File: src/rtl/debug_io_pkg.sv
// Shared types and sizing helpers for the board debug I/O blocks.
package debug_io_pkg;

  typedef enum logic [1:0] {
    ST_RELEASED     = 2'd0,
    ST_PRESS_PEND   = 2'd1,
    ST_PRESSED      = 2'd2,
    ST_RELEASE_PEND = 2'd3
  } btn_state_t;

  localparam int unsigned DEBOUNCE_DEFAULT   = 500000;
  localparam int unsigned LONG_PRESS_DEFAULT = 50000000;

  // Bits needed to hold values 0..max_val.
  function automatic int unsigned cnt_w(input int unsigned max_val);
    if (max_val < 32'd2) return 32'd1;
    return $clog2(max_val + 32'd1);
  endfunction

endpackage

File: src/rtl/sync_2ff.sv
// Two-flop synchronizer for a single asynchronous pin; reset value selectable.
module sync_2ff #(
  parameter logic RESET_VAL = 1'b0
) (
  input  logic clk,
  input  logic rst_n,
  input  logic d,
  output logic q
);

  logic meta;

  always_ff @(posedge clk or negedge rst_n) begin
    if (!rst_n) begin
      meta <= RESET_VAL;
      q    <= RESET_VAL;
    end else begin
      meta <= d;
      q    <= meta;
    end
  end

endmodule

File: src/rtl/debug_button_reader.sv
// Debounces the active-low debug button into a level, press/release/long-press pulses and a press counter.
// Optional DEBUG_BTN_LED_ECHO_EN adds btn_echo_led, which blinks while a long press is held.
module debug_button_reader
  import debug_io_pkg::*;
#(
  parameter int unsigned DEBOUNCE_CYCLES   = DEBOUNCE_DEFAULT,
  parameter int unsigned LONG_PRESS_CYCLES = LONG_PRESS_DEFAULT,
  parameter int unsigned COUNT_W           = 8
) (
  input  logic               clk_50,
  input  logic               resetn,
  input  logic               debug_btn_n,
  input  logic               clear_count,
  output logic               btn_level,
  output logic               press_pulse,
  output logic               release_pulse,
  output logic               long_press_pulse,
  output logic [COUNT_W-1:0] press_count
`ifdef DEBUG_BTN_LED_ECHO_EN
  ,
  output logic               btn_echo_led
`endif
);

  localparam int unsigned   DW        = cnt_w(DEBOUNCE_CYCLES);
  localparam int unsigned   HW        = cnt_w(LONG_PRESS_CYCLES);
  localparam logic [DW-1:0] DEB_LAST  = DW'(DEBOUNCE_CYCLES - 1);
  localparam logic [HW-1:0] HOLD_LAST = HW'(LONG_PRESS_CYCLES - 1);
  localparam logic [HW-1:0] HOLD_PRE  = HW'(LONG_PRESS_CYCLES - 2);

  btn_state_t    state_q, state_d;
  logic [DW-1:0] deb_cnt_q, deb_cnt_d;
  logic [HW-1:0] hold_q, hold_d;
  logic          btn_n_sync, pressed_s;
  logic          level_d, press_c, release_c, long_c;

  sync_2ff #(.RESET_VAL(1'b1)) u_sync (
    .clk   (clk_50),
    .rst_n (resetn),
    .d     (debug_btn_n),
    .q     (btn_n_sync)
  );

  assign pressed_s = ~btn_n_sync;

  // Debounce FSM plus hold timer; a pending state counts consecutive agreeing samples.
  always_comb begin
    state_d   = state_q;
    deb_cnt_d = deb_cnt_q;
    hold_d    = hold_q;
    press_c   = 1'b0;
    release_c = 1'b0;
    long_c    = 1'b0;
    case (state_q)
      ST_RELEASED: begin
        if (pressed_s) begin
          state_d   = ST_PRESS_PEND;
          deb_cnt_d = DW'(1);
        end
      end
      ST_PRESS_PEND: begin
        if (!pressed_s) begin
          state_d   = ST_RELEASED;
          deb_cnt_d = '0;
        end else if (deb_cnt_q == DEB_LAST) begin
          state_d   = ST_PRESSED;
          deb_cnt_d = '0;
          press_c   = 1'b1;
        end else begin
          deb_cnt_d = deb_cnt_q + DW'(1);
        end
      end
      ST_PRESSED: begin
        if (!pressed_s) begin
          state_d   = ST_RELEASE_PEND;
          deb_cnt_d = DW'(1);
        end
      end
      ST_RELEASE_PEND: begin
        if (pressed_s) begin
          state_d   = ST_PRESSED;
          deb_cnt_d = '0;
        end else if (deb_cnt_q == DEB_LAST) begin
          state_d   = ST_RELEASED;
          deb_cnt_d = '0;
          release_c = 1'b1;
        end else begin
          deb_cnt_d = deb_cnt_q + DW'(1);
        end
      end
      default: begin
        state_d   = ST_RELEASED;
        deb_cnt_d = '0;
      end
    endcase

    level_d = (state_d == ST_PRESSED) || (state_d == ST_RELEASE_PEND);

    // Hold timer saturates at its last value so the long-press event fires once per press.
    if (press_c) begin
      hold_d = '0;
    end else if (level_d && (hold_q < HOLD_LAST)) begin
      hold_d = hold_q + HW'(1);
      long_c = (hold_q == HOLD_PRE);
    end
  end

  always_ff @(posedge clk_50 or negedge resetn) begin
    if (!resetn) begin
      state_q          <= ST_RELEASED;
      deb_cnt_q        <= '0;
      hold_q           <= '0;
      btn_level        <= 1'b0;
      press_pulse      <= 1'b0;
      release_pulse    <= 1'b0;
      long_press_pulse <= 1'b0;
      press_count      <= '0;
    end else begin
      state_q          <= state_d;
      deb_cnt_q        <= deb_cnt_d;
      hold_q           <= hold_d;
      btn_level        <= level_d;
      press_pulse      <= press_c;
      release_pulse    <= release_c;
      long_press_pulse <= long_c;
      if (clear_count) begin
        press_count <= '0;
      end else if (press_c) begin
        press_count <= press_count + COUNT_W'(1);
      end
    end
  end

`ifdef DEBUG_BTN_LED_ECHO_EN
  localparam int unsigned BLINK_W = 22;

  logic [BLINK_W-1:0] blink_q;
  logic               long_active_q;

  // LED mirrors the level, but toggles on each blink-counter wrap once a long press is active.
  always_ff @(posedge clk_50 or negedge resetn) begin
    if (!resetn) begin
      blink_q       <= '0;
      long_active_q <= 1'b0;
      btn_echo_led  <= 1'b0;
    end else begin
      blink_q <= blink_q + BLINK_W'(1);
      if (!level_d) begin
        long_active_q <= 1'b0;
      end else if (long_c) begin
        long_active_q <= 1'b1;
      end
      if (long_active_q && level_d) begin
        if (&blink_q) btn_echo_led <= ~btn_echo_led;
      end else begin
        btn_echo_led <= level_d;
      end
    end
  end
`endif

endmodule

File: config.mk
export PLATFORM = sky130hd
export DESIGN_NAME = debug_button_reader
export DESIGN_NICKNAME = d
export VERILOG_FILES = /design/src/rtl/debug_io_pkg.sv /design/src/rtl/sync_2ff.sv /design/src/rtl/debug_button_reader.sv
export SDC_FILE = /design/constraint.sdc
export NUM_CORES = 1
export LEC_CHECK = 0
export ABC_AREA = 1
export BUFFER_PORTS_ARGS = -buffer_cell sky130_fd_sc_hd__buf_2
export CORE_ASPECT_RATIO = 2
export CORE_UTILIZATION = 30
export DETAILED_ROUTE_END_ITERATION = 6
export GPL_TIMING_DRIVEN = 0
export PLACE_DENSITY = 0.54
export SLEW_MARGIN = 15
export SYNTH_ARGS = -nofsm -noshare
export SYNTH_HDL_FRONTEND = slang
export SYNTH_SLANG_ARGS = --single-unit
File: constraint.sdc
create_clock -name clk_50 -period 4.41 [get_ports clk_50]
set_clock_uncertainty 0.05 [all_clocks]
set_input_delay 0.6615 -clock clk_50 [delete_from_list [all_inputs] [get_ports clk_50]]
set_output_delay 0.6615 -clock clk_50 [all_outputs]
set_load 0.005 [all_outputs]
* Word level (Yosys, flattened, before mapping) *
Index checks and enable logic that the tools add are counted.

operators by class
  magnitude comparators = 1
  reductions and logical operators = 6
  add/subtract/negate cells = 3
  eq/ne operators = 9
  multiplexer cells = 24

operator list
  cell                                                                    count
  19-bit 2-to-1 mux                                                       5
  19-bit case mux with 4 select lines                                     1
  26-bit 2-to-1 mux                                                       2
  26-bit by 1-bit adder with 26-bit output (second input constant)        1
  26-bit equality test (second input constant)                            1
  26-bit < comparator (second input constant)                             1
  19-bit by 1-bit adder with 19-bit output (second input constant)        1
  19-bit equality test (second input constant)                            1
  8-bit 2-to-1 mux                                                        2
  2-bit 2-to-1 mux                                                        6
  8-bit by 1-bit adder with 8-bit output (second input constant)          1
  2-bit equality test (second input constant)                             4
  2-bit case mux with 4 select lines                                      1
  1-bit 2-to-1 mux                                                        7
  2-bit nonzero test                                                      2
  2-bit by 1-bit equality test with 1-bit output (second input constant)  1
  2-bit zero test                                                         1
  2-bit by 1-bit != test with 1-bit output (second input constant)        1
  2-bit != test (second input constant)                                   1
  2-bit AND reduction                                                     1
  1-bit logical AND                                                       1
  1-bit logical OR                                                        1

word-level totals
  input port bits = 4
  register bits = 61
  output and inout port bits = 12

* Logic depth before layout (Yosys ltp) *
  depth in word-level cells = 9
  depth in mapped cells = 12
  depth with buffers taken out = 11

* Modules after synthesis *
A second synthesis with hierarchy kept.

unflattened totals
  cell total of the unflattened synthesis = 554
  area total of the unflattened synthesis = 4042.6 um^2

by module, submodules not included
  module               cells an instance  times used  area an instance (um^2)  sequential area each (um^2)
  debug_button_reader  552                1           3990.1                   1451.4
  sync_2ff             2                  1           52.6                     52.6

* Worst setup path before layout *
OpenSTA, ideal clock, no wires.

  path kind = reg-to-reg
  from = register hold_q[0]
  to = register hold_q[8]
  arrival = 1.573 ns
  slack = 2.670 ns
  buffers on the path = 1
  cell stages (with the launch flop) = 13
  path through = dfrtp_1 -> ha_1 -> nand3_2 -> nor2_4 -> nand2_2 -> nand2_2 -> inv_2 -> nor2_8 -> nor2_8 -> nand2_8 -> buf_12 -> nand3_2 -> nand2_1

on the way
  cells in the longest elaborated chain, start to end = 3
  elaborated cells between the ends (all ways) = 6
  classes of those cells = add/sub: 1; order compare: 1; mux: 2; reduce/logical: 2

RTL lines
  what                                                                                    line                                                    source
  from (decl)                                                                             debug_button_reader.sv:33                               logic [HW-1:0] hold_q, hold_d;
  from (signal assigned)                                                                  debug_button_reader.sv:121                              hold_q <= hold_d;
  26-bit by 1-bit adder with 26-bit output / 26-bit < comparator (equally long branches)  debug_button_reader.sv:103, debug_button_reader.sv:102
  26-bit 2-to-1 mux / 1-bit logical AND (equally long branches)                           debug_button_reader.sv:102                              end else if (level_d && (hold_q < HOLD_LAST)) begin
  26-bit 2-to-1 mux / 2-bit nonzero test (equally long branches)                          --

Parallel ways exist; a longest one is shown, timed or not. The select of a mux whose other input is x is not followed.
A chain may end at the register's enable or synchronous reset.

* Worst setup path in the final report *
  from = register deb_cnt_q[0]
  to = register hold_q[12]

on the way
  cells in the longest elaborated chain, start to end = 8
  elaborated cells between the ends (all ways) = 15
  classes of those cells = eq/ne: 3; mux: 9; reduce/logical: 3

RTL lines
  what                                        line                                                  source
  from (decl)                                 debug_button_reader.sv:32                             logic [DW-1:0] deb_cnt_q, deb_cnt_d;
  from (signal assigned)                      debug_button_reader.sv:120                            deb_cnt_q <= deb_cnt_d;
  19-bit equality test *                      debug_button_reader.sv:65, debug_button_reader.sv:83
  2-bit 2-to-1 mux, on equally long branches  debug_button_reader.sv:83, debug_button_reader.sv:65
  2-bit 2-to-1 mux, on equally long branches  debug_button_reader.sv:80, debug_button_reader.sv:62
  2-bit case mux with 4 select lines          debug_button_reader.sv:54                             case (state_q)
  2-bit equality test                         debug_button_reader.sv:97                             level_d = (state_d == ST_PRESSED) || (state_d == ST_RELEASE_PEND);
  1-bit logical OR                            debug_button_reader.sv:97
  1-bit logical AND                           debug_button_reader.sv:102
  2-bit nonzero test (no source line)         --

Every way passes the cells marked *; elsewhere a longest branch is shown, timed or not.

==> impl_summary.txt <==
----------------------------------------------------
[Outcome]
  Status ... finished, violations left
  Failing checks ... DRC

[CTS]
  Number of buffers inserted to repair setup after CTS ... 0
  Deepest level of the CTS H-tree ... 3
  Cts-stage hold buffer count ... 0
  TritonCTS Buffers ... 9
  Clk pin slew, worst setup/hold paths ... 0.05 ns
  CTS tree ... done
  Count of clock tree sinks ... 60
  CTS Buffer Depth ... 2
  Resized Gates After CTS ... 0
  Cell at the root of the clock tree ... clkbuf_16
  Clock latency on the worst-skew pair ... 0.33 ns

[Worst setup path]
  RR Endpoint ... hold_q[12]$_DFFE_PN0P_
  Critical Path Source ... deb_cnt_q[0]$_DFFE_PN0P_
  Class of the most critical setup path ... register to register
  Worst r2r src ... deb_cnt_q[0]$_DFFE_PN0P_
  Maximum net fanout on the critical path ... 10
  FF-to-FF path depth ... 9
  Data arrival time of the critical path ... 2.38 ns
  Reg-to-reg slack, setup ... 2.19 ns
  Crit. End Element ... register
  Worst setup SP type ... register
  Required @ worst endpoint ... 4.57 ns
  Critical path endpoint ... hold_q[12]$_DFFE_PN0P_

[Logic synthesis]
  Syn nets ... 556
  Biggest area contributors in the synthesized netlist ... dfrtp_1 (35%), nand2_1 (15%), nor2_1 (6.9%), nand3_2 (5.1%), nand4_1 (4.9%)
  Cell area after technology mapping ... 4090 um2
  Flops & latches, synth ... 60
  Post-synth EDFFs ... 0
  Sequential cell area fraction in the yosys report ... 36.8%
  Area fraction of the dominant cell type after synthesis ... 35.5%
  Post-synth ARST share ... 100%
  Most numerous cell in the Yosys netlist ... nand2_1
  Cell count after synthesis ... 548
  Cell taking the most area after synthesis ... dfrtp_1
  Mean cell area of the mapped netlist ... 7.46 um2
  Count of cell types in the netlist ... 37
  Synth warn ... 0
  Flip-flop cell with the highest count after synthesis ... dfrtp_1
  Most numerous cell types in the synthesized netlist ... nand2_1 (158), nor2_1 (75), dfrtp_1 (58), inv_1 (43), nand3_1 (37)

[Timing]
  Setup_tns ... 0 ns
  Post-route fraction of the period consumed by the critical path ... 50.3%
  Count of pins over their slew limit ... 0
  Hold Violations, Final ... 0
  Worst setup margin ... 2.19 ns
  Setup violation total in the final timing report ... 0
  Fin crit period ... 2.22 ns
  Max frequency ... 0.451 GHz
  Max transition margin ... 66.6%
  Setup repair after global routing missed its margin ... no
  Slew of the pin with the lowest slew margin ... 0.499 ns

[Final layout]
  Layout overhead on the synthesized area ... 14.1%
  Final design utilization ... 34.9%
  Net count reported at finish ... 583
  Count of inserted antenna diode cells ... 0
  Final instance area ... 4670 um2
  Layout cells sized above 1 ... 16.6%

[GRT]
  Tot GR Track Use ... 16.9%
  Pin count of the biggest net entering global routing ... 32
  Global-route wire length before repair ... 18.5 mm
  Number of antenna violations at the first check in global routing ... 0
  Number of global-route vias before repair ... 3821
  Global route total overflow ... 0

[Place]
  Routability congestion estimate from global placement ... 0.985
  Post-placement worst setup slack ... 2.23 ns
  Port buffer count ... 15
  Cell area after placement ... 4380 um2
  Final HPWL from detailed placement ... 8.73 mm

[Detailed routing]
  Detail Route Antenna Nets ... 0
  Routed via count ... 3724
  Post-detailed-route wirelength per cell ... 15.1 um
  Vias per std cell ... 5.07
  Detailed Route WL ... 11.1 mm
  Drt initial violations ... 181
  DRC violation count after routing ... 2
  Number of search-and-repair iterations in the first detailed-routing pass ... 6

[Power]
  Pwr dens ... 275 nW/um2
  Peak supply drop ... 0.147 mV
  Static leakage ... 2.11 nW
  Total Power Consumption ... 1.28 mW

[Floorplan]
  Overall die height ... 167 um
  Effective utilization at floorplan ... 30.6%
  Die width ... 84.6 um
  Cell Rows ... 60
  Floorplan die area ... 14100 um2
  Core box area ... 13400 um2
  I/O Pins ... 16

[Min path]
  Min-Delay Path Class ... input pin to asynchronous set/reset pin

[Job]
  Number of max-cap violations ... 0

----------------------------------------------------
==> metal layers <==
layer	vias to the layer above	track usage (%)	wire (um)
li1	1848	-	-
met1	1776	15.4	3810
met2	67	34.0	6580
met3	33	3.06	212
met4	0	8.77	482
met5	-	0	0
==> placed cells by master, fill, tap and decap left out, types with 7 or more instances in the layout <==
cell       Yosys  routed
inv_1         43      43
xnor2_1        9       9
nand3_1       37      37
xor2_1        21      21
o22ai_1        8       8
o21ai_0       10      10
nor3_1         9       9
buf_2          5      19
dfrtp_1       58      58
nand3b_1       7       7
nand4_1       32      32
clkbuf_16      0       9
nand2_1      158     158
nand2_2        7       7
nand3_2       21      21
nor2_1        75      75
==> stage by stage <==
step	instances	hold slack, ns
after CTS	735	0.233
after detailed placement	719	0.303
after floorplan	548	0.295
after global routing	735	0.252
after global placement	718	0.300
final	735	0.221
==> how the worst min path moves through the flow <==
stage / startpoint / to / cells past startpoint
final: resetn / deb_cnt_q[10]$_DFFE_PN0P_ / 1
after global routing: resetn / deb_cnt_q[10]$_DFFE_PN0P_ / 1
after CTS: resetn / deb_cnt_q[10]$_DFFE_PN0P_ / 1
after detailed placement: u_sync.meta$_DFF_PN1_ / u_sync.q$_DFF_PN1_ / 0
after global placement: u_sync.meta$_DFF_PN1_ / u_sync.q$_DFF_PN1_ / 0
after floorplan: u_sync.meta$_DFF_PN1_ / u_sync.q$_DFF_PN1_ / 0
==> power breakdown <==
| group | internal (mW) | total [mW] | switching (mW) |
|---|---|---|---|
| clock network | 0.434 | 0.678 | 0.244 |
| registers | 0.558 | 0.564 | 0.00690 |
| logic | 0.0117 | 0.0412 | 0.0296 |
==> logic make-up (layout without fill, tap and decap cells) <==
group / after synthesis / in the layout / synth area share [%]
XOR/XNOR: 30 / 30 / 6.43
AND/OR/NAND/NOR: 363 / 363 / 44.3
buffers and inverters: 65 / 97 / 7.62
AO/OA/AOI/OAI: 26 / 26 / 3.64
flip-flops: 60 / 60 / 36.8
adder cells (fa/ha/maj): 4 / 4 / 1.22
==> critical path, stage by stage (launching register included) <==
cell      delay [ns]
dfrtp_1         0.47
ha_1            0.25
nand3_2         0.14
clkinv_1        0.11
nand3_1         0.07
nor2_1          0.09
nand4_1         0.32
clkbuf_1        0.35
nand4_1         0.18
nand2_1         0.07
==> flip-flops by register name, indices dropped and copies added, names as in the netlist <==
name              flops
press_pulse           1
deb_cnt_q            19
long_press_pulse      1
btn_level             1
u_sync.q              1
press_count           8
u_sync.meta           1
release_pulse         1
hold_q               26
state_q               1
==> area by class of cell <==
cell class,count,area [um2]
buffer,14,118
clock buffer,11,233
clock inverter,5,52.6
fill,1418,8700
inverter,51,194
multi-input combinational,423,2270
sequential,60,1500
tap,155,194
timing repair buffer,16,97.6
Power figures use the tool's default switching activity.
